--- config.mk ---
export PLATFORM = sky130hd
export DESIGN_NAME = ram_block_copier
export DESIGN_NICKNAME = d
export VERILOG_FILES = /design/src/rtl/ram_block_copier.sv
export SDC_FILE = /design/constraint.sdc
export NUM_CORES = 1
export LEC_CHECK = 0
export CORE_ASPECT_RATIO = 1.75
export CORE_MARGIN = 2
export CORE_UTILIZATION = 45
export DETAILED_ROUTE_END_ITERATION = 7
export PLACE_DENSITY = 0.84
export SLEW_MARGIN = 10
export SYNTH_ARGS = -nofsm -noshare
export SYNTH_HDL_FRONTEND = slang
export SYNTH_SLANG_ARGS = --single-unit
--- constraint.sdc ---
create_clock -name clkIn -period 4.65 [get_ports clkIn]
set_clock_uncertainty 0.05 [all_clocks]
set_input_delay 0.93 -clock clkIn [delete_from_list [all_inputs] [get_ports clkIn]]
set_output_delay 0.93 -clock clkIn [all_outputs]
set_load 0.02 [all_outputs]
--- src/rtl/ram_block_copier.sv ---
// Block copier for a dual-port RAM: streams LEN words from port A reads to port B writes.
// Optional RAM_COPY_CHECKSUM_EN adds checksumOut, a running XOR of every word written.
module ram_block_copier #(
    parameter  int DATA_WIDTH = 32,
    parameter  int RAM_DEPTH  = 512,
    localparam int ADDR_WIDTH = $clog2(RAM_DEPTH),
    localparam int WREN_WIDTH = (DATA_WIDTH + 7) / 8,
    localparam int LEN_WIDTH  = ADDR_WIDTH + 1
) (
    input  logic                  clkIn,
    input  logic                  rstIn,
    input  logic                  startIn,
    input  logic [ADDR_WIDTH-1:0] srcAddrIn,
    input  logic [ADDR_WIDTH-1:0] dstAddrIn,
    input  logic [LEN_WIDTH-1:0]  lenIn,
    output logic                  busyOut,
    output logic                  doneOut,
    output logic [ADDR_WIDTH-1:0] rdAddrOut,
    output logic                  rdEnOut,
    input  logic [DATA_WIDTH-1:0] rdDataIn,
    input  logic                  rdAckIn,
    output logic [ADDR_WIDTH-1:0] wrAddrOut,
    output logic [WREN_WIDTH-1:0] wrEnOut,
`ifdef RAM_COPY_CHECKSUM_EN
    output logic [DATA_WIDTH-1:0] checksumOut,
`endif
    output logic [DATA_WIDTH-1:0] wrDataOut
);

    typedef enum logic [1:0] {IDLE, READ, DRAIN, DONE} state_t;

    state_t                state;
    state_t                stateNext;
    logic [ADDR_WIDTH-1:0] srcAddr;
    logic [ADDR_WIDTH-1:0] dstAddr;
    logic [LEN_WIDTH-1:0]  len;
    logic [LEN_WIDTH-1:0]  rdCnt;
    logic [LEN_WIDTH-1:0]  wrCnt;
    logic                  startAccept;

    assign startAccept = (state == IDLE) && startIn;

    always_ff @(posedge clkIn or negedge rstIn) begin
        if (!rstIn) begin
            state <= IDLE;
        end else begin
            state <= stateNext;
        end
    end

    // rdCnt counts reads already issued, so READ ends once it reaches len
    always_comb begin
        stateNext = state;
        case (state)
            IDLE:    if (startIn) stateNext = (lenIn == '0) ? DONE : READ;
            READ:    if (rdCnt == len) stateNext = DRAIN;
            DRAIN:   if (wrCnt == len) stateNext = DONE;
            DONE:    stateNext = IDLE;
            default: stateNext = IDLE;
        endcase
    end

    // ---- read issue stage ----
    always_ff @(posedge clkIn or negedge rstIn) begin
        if (!rstIn) begin
            srcAddr   <= '0;
            dstAddr   <= '0;
            len       <= '0;
            rdCnt     <= '0;
            rdEnOut   <= 1'b0;
            rdAddrOut <= '0;
            busyOut   <= 1'b0;
            doneOut   <= 1'b0;
        end else begin
            rdEnOut <= 1'b0;
            busyOut <= (stateNext == READ) || (stateNext == DRAIN);
            doneOut <= (stateNext == DONE);
            if (startAccept && (lenIn != '0)) begin
                srcAddr   <= srcAddrIn;
                dstAddr   <= dstAddrIn;
                len       <= lenIn;
                rdEnOut   <= 1'b1;
                rdAddrOut <= srcAddrIn;
                rdCnt     <= LEN_WIDTH'(1);
            end else if ((state == READ) && (rdCnt != len)) begin
                rdEnOut   <= 1'b1;
                rdAddrOut <= srcAddr + rdCnt[ADDR_WIDTH-1:0];
                rdCnt     <= rdCnt + LEN_WIDTH'(1);
            end
        end
    end

    // ---- write stage: one write per ack, independent of FSM state ----
    always_ff @(posedge clkIn or negedge rstIn) begin
        if (!rstIn) begin
            wrCnt     <= '0;
            wrEnOut   <= '0;
            wrAddrOut <= '0;
            wrDataOut <= '0;
`ifdef RAM_COPY_CHECKSUM_EN
            checksumOut <= '0;
`endif
        end else begin
            wrEnOut <= '0;
            if (startAccept) begin
                wrCnt <= '0;
`ifdef RAM_COPY_CHECKSUM_EN
                checksumOut <= '0;
`endif
            end else if (rdAckIn && busyOut) begin
                wrEnOut   <= '1;
                wrDataOut <= rdDataIn;
                wrAddrOut <= dstAddr + wrCnt[ADDR_WIDTH-1:0];
                wrCnt     <= wrCnt + LEN_WIDTH'(1);
`ifdef RAM_COPY_CHECKSUM_EN
                checksumOut <= checksumOut ^ rdDataIn;
`endif
            end
        end
    end

endmodule

==> results.toml, run 1 <==
[status]
status = "finished, final reports clean"

[power_and_ir_drop]
p_sw_mw = 1.702
pwr_density_cell_nw_per_um2 = 655.0
clockPowerShare_pct = 18.9
p_leak_nw = 3.215
max-vdd-ir-drop_mv = 0.3968
p_seq_share_pct = 36.4
p_int_mw = 2.656
sw_frac_of_total_pct = 39.06
pwr-share-comb_pct = 44.7

[die]
ios = 121
fp.dieArea_um2 = 12110
start_util_pct = 45.72
core-area_um2 = 11040
rows = 51
die_h_um = 144.1
die_w_um = 84.06

[clock_network]
cts.sinks = 104
cts_hold_buf = 0
path_clk_slew_ns = 0.07
cts_tree = "built"
cts_root_buf = "clkbuf_16"
cts_resized = 0
cts_buffers = 9
htree_levels = 3
clock_latency_ns = 0.35
cts_max_path_buffers = 2
cts_post_setup_buffers_inserted = 0

[setup_path]
path_class = "in -> reg"
ff2ff_path_depth = 7
worstPathArrival_ns = 3.22
reg2reg_to = "wrDataOut[6]"
worst_r2r_startpoint = "state[0]"
crit_start = "startIn"
critPathSlowestCell = "clkinv_1"
endpoint = "wrDataOut[6]"
crit_path_cell_trace = "clkdlybuf4s50_1 -> nand2_1 -> nand3_1 -> buf_4 -> clkinv_1 -> nand2_1 -> nand2_1"
start_kind = "input pin"
cpPeakStageDelay_ns = 0.83
reg2reg_slack_ns = 1.98
crit_required_ns = 4.84
cp-end-kind = "register"
critPathMaxFanout = 50
crit_top_cell = "nand2_1"

[logic_synthesis]
synth_top_area_share_pct = 51.56
synth_nets = 628
synth-seq-area-share_pct = 51.56
synthArstFlopShare_pct = 100.0
synth_area_leaders = "dfrtp_1 (52%), nand2_1 (15%), xor2_1 (5.4%), ha_1 (4.7%), xnor2_1 (2.9%)"
ys_types = 43
yosys.area.top_type = "dfrtp_1"
synth_common_cells = "nand2_1 (203), dfrtp_1 (104), xor2_1 (31)"
synth.most_common_cell = "nand2_1"
synth-main-ff-cell = "dfrtp_1"
syn_avg_cell_area_um2 = 9.295
netlist_area_um2 = 5047
synthCells = 543
synth_edf_count = 0
yosysWarnings = 0
ys_ff_latch = 104

[sta]
fin_crit_ns = 3.037
slew_violations = 0
slew_headroom_pct = 31.62
tns_ns = 0
fmax_mhz = 329.2
tightest_slew_ns = 1.026
setup_viol = 0
final.period_utilization_pct = 65.32
rsz0062_at_grt = "no"
hold_violations = 0

[global_route]
antenna_found_initial = 0
grt_pass1_vias = 4347
grt_first_pass_wirelength_mm = 20.25
overflow = 0
grt_util_all_layers_pct = 20.81
grt_max_degree = 84

[drt]
route.antenna.remaining_nets = 0
viasPerCell = 5.333
first_pass_iters = 4
drc = 0
wl_met2_mm = 6.446
wl_met3_um = 694
vias = 4229
wl_met1_mm = 4.585
highest_layer = "met4"
wirelength_mm = 12.11
wl_per_cell_um = 15.28
drt-initial-drc-count = 163

[layout]
areaGrowthSynthToFinish_pct = 31.80
fillers = 886
post-route-util_pct = 60.26
final_nets = 741
drive_gt1_share_pct = 4.539
antennaDiodeCount = 0

[place]
io_buffers = 120
place.detailed.hpwl_mm = 8.857
place.gp.congestion = 0.8743

[worst_hold_path]
hold_class = "reg -> reg"

[flow_run]
maxCapViolCount = 0
## sequential cells by signal, indices dropped and copies added (netlist names), 2 cells and up
name,flops
rdCnt,10
wrDataOut,32
wrAddrOut,9
state,2
wrCnt,10
rdAddrOut,9
dstAddr,9
len,10
srcAddr,9
## layout make-up
type	count	area [um2]	area share, %
Sequential cell	104	2603	39.12
Inverter	8	30.03	0.4514
Timing Repair Buffer	125	1236	18.58
Multi-Input combinational cell	408	2288	34.40
Clock inverter	6	91.34	1.373
Clock buffer	10	239.0	3.592
Tap cell	132	165.2	2.483
## power by group through the flow
stage          logic, mW  registers, mW  clock network (mW)
2_1_floorplan      0.976           1.79                   0
3_3_place_gp        1.88           1.58                   0
3_5_place_dp        1.95           1.60                   0
4_1_cts             1.97           1.58               0.843
5_1_grt             2.14           1.63               0.879
6_report            1.95           1.58               0.825
## logic make-up after synthesis
| logic type | synth area share (%) |
|---|---|
| flip-flops | 51.56 |
| AO/OA/AOI/OAI | 6.445 |
| XOR/XNOR | 8.329 |
| AND/OR/NAND/NOR | 23.43 |
| buffers and inverters | 3.148 |
| adder cells (fa/ha/maj) | 5.503 |
| multiplexers | 1.587 |
## placed cells by master (no fill, tap or decap), drive strengths merged, types with 6 or more instances in the layout
cell,n
nand2,203
clkdlybuf4s50,119
dfrtp,104
xor2,31
o21ai,26
nor2,24
ha,19
xnor2,17
a21oi,14
nand3,14
clkbuf,10
mux2i,8
inv,8
nand4,7
or3,7
buf,6
## worst max-delay path, delay by kind of cell
family        cells  cell delay [ns]
buf+inv           3             1.70
simple gates      4             0.56
## per-layer routing
metal | vias to the layer above | GRT usage [%]
met1 | 2031 | 22.46
met5 | - | 0
li1 | 2004 | -
met3 | 29 | 4.395
met2 | 165 | 38.39
met4 | 0 | 9.847
## stage by stage
step	area, um2	setup slack, ns	std cells	hold WS [ns]	power, mW
2_1_floorplan	5047	2.318	543	0.4017	2.763
3_3_place_gp	6322	1.353	777	0.4075	3.458
3_5_place_dp	6322	1.203	777	0.4126	3.552
4_1_cts	6653	1.580	793	0.4300	4.393
5_1_grt	6653	1.338	793	0.4597	4.651
6_report	6653	1.613	793	0.4261	4.358
## worst min path at each step
stage / from / endpoint / slack [ns] / cells after the start
floorplan: dstAddr[7] / dstAddr[7] / 0.40 / 2
global placement: wrDataOut[14] / wrDataOut[14] / 0.41 / 2
detailed placement: wrDataOut[19] / wrDataOut[19] / 0.41 / 2
CTS: wrDataOut[22] / wrDataOut[22] / 0.43 / 2
global route: wrAddrOut[2] / wrAddrOut[2] / 0.46 / 2
finish: wrDataOut[19] / wrDataOut[19] / 0.43 / 2
(Power assumes the default switching activity.)
==> run 2: changes to the inputs <==
clock period = 3.09 ns   (was 4.65 ns; I/O delays follow)
==> results.toml, run 2 (synthesized netlist as in run 1, its figures left out) <==
[drt]
wirelength_mm = 11.97
drc = 0
drt-initial-drc-count = 189
vias = 4114
route.antenna.remaining_nets = 0
wl_per_cell_um = 15.05
first_pass_iters = 4
viasPerCell = 5.175

[global_route]
grt_util_all_layers_pct = 20.57
overflow = 0
grt_first_pass_wirelength_mm = 19.87
grt_pass1_vias = 4283
antenna_found_initial = 0
grt_max_degree = 54

[setup_path]
crit_required_ns = 3.30
start_kind = "input pin"
cp-end-kind = "register"
worstPathArrival_ns = 2.66
critPathMaxFanout = 26
path_class = "in -> reg"

[clock_network]
cts_hold_buf = 0
cts_buffers = 9
cts_root_buf = "clkbuf_16"
path_clk_slew_ns = 0.07
cts_resized = 0
cts_post_setup_buffers_inserted = 0
cts_tree = "built"
htree_levels = 3
cts.sinks = 104
clock_latency_ns = 0.34
cts_max_path_buffers = 2

[die]
fp.dieArea_um2 = 12110
die_h_um = 144.1
ios = 121
die_w_um = 84.06
start_util_pct = 45.72
rows = 51
core-area_um2 = 11040

[sta]
hold_violations = 0
final.period_utilization_pct = 79.32
tns_ns = 0
fin_crit_ns = 2.451
slew_violations = 0
fmax_mhz = 408.0
setup_viol = 0
hold_slack_ns = 0.2456
rsz0062_at_grt = "no"
tightest_slew_ns = 0.7784
slew_headroom_pct = 48.11

[power_and_ir_drop]
p_leak_nw = 3.226
pwr_density_cell_nw_per_um2 = 981.0
max-vdd-ir-drop_mv = 0.5606

[layout]
mostFrequentLayoutCell = "nand2_1"
top_register = "wrDataOut"
final_nets = 743
fillers = 899
largest_reg_flops = 32
areaGrowthSynthToFinish_pct = 32.20
design_area_um2 = 6673
most-common-layout-cells = "nand2_1 (203), clkdlybuf4s50_1 (119), dfrtp_1 (104), xor2_1 (31), o21ai_0 (26)"
antennaDiodeCount = 0
drive_gt1_share_pct = 4.525

[place]
io_buffers = 120
place.detailed.hpwl_mm = 8.990
place.gp.congestion = 0.8514
placedInstanceArea_um2 = 6350

[worst_hold_path]
hold_class = "in -> async"

[status]
status = "finished, final reports clean"

[flow_run]
maxCapViolCount = 0
-- run 2: cell types whose count changed in the layout (fill, tap and decap cells not counted) --
cell | before | now
inv_6 | 0 | 1
inv_8 | 1 | 0
buf_4 | 6 | 7
clkbuf_1 | 0 | 2
clkinv_2 | 1 | 0
buf_12 | 0 | 1
clkinvlp_4 | 2 | 1
-- run 2: path summary, 6_finish.rpt --
kind	from	to	slack, ns	cells past startpoint
max in group asynchronous	rstIn	rdAddrOut[7]	2.03	2
worst min register to register	wrDataOut[6]	wrDataOut[6]	0.43	2
min in group clkIn	wrDataOut[6]	wrDataOut[6]	0.43	2
worst max register to register	rdCnt[0]	rdAddrOut[8]	0.71	8
worst min-delay path	rstIn	wrDataOut[11]	0.25	1
worst max-delay path	lenIn[5]	rdAddrOut[7]	0.64	7
-- run 2: layout make-up --
cell class | instances | area (um2) | share of cell area (%)
Sequential cell | 104 | 2603 | 39.00
Multi-Input combinational cell | 408 | 2288 | 34.30
Timing Repair Buffer | 127 | 1264 | 18.94
Clock buffer | 12 | 246.5 | 3.694
Tap cell | 132 | 165.2 | 2.475
Clock inverter | 4 | 76.32 | 1.144
Inverter | 8 | 30.03 | 0.4500
-- run 2: worst max-delay path, cell delays in order --
cell             delay [ns]
clkdlybuf4s50_1        0.43
or4_4                  0.57
nor4_4                 0.27
nand2b_1               0.17
buf_4                  0.31
nand2_1                0.11
o211ai_1               0.17
-- run 2: per-layer routing --
layer  global-route usage (%)  wire length [um]
met5                        0                 0
met4                    9.423               369
met3                    3.710               568
met2                    38.18              6503
met1                    22.53              4526
-- run 2: report_power, final --
part	switching (mW)	total (mW)	internal, mW	leakage [nW]
Combinational	1.60	2.95	1.35	1.76
Clock	0.477	1.21	0.735	0.153
Sequential	0.459	2.39	1.93	1.32
-- run 2: metrics by stage --
step	instances	total power, mW	util (%)	setup slack [ns]
floorplan	543	4.159	-	0.9620
global placement	779	5.217	57.52	0.3481
detailed placement	779	5.381	57.52	0.2681
CTS	795	6.618	60.44	0.6329
global route	795	7.002	60.44	0.5615
finish	795	6.546	60.44	0.6391
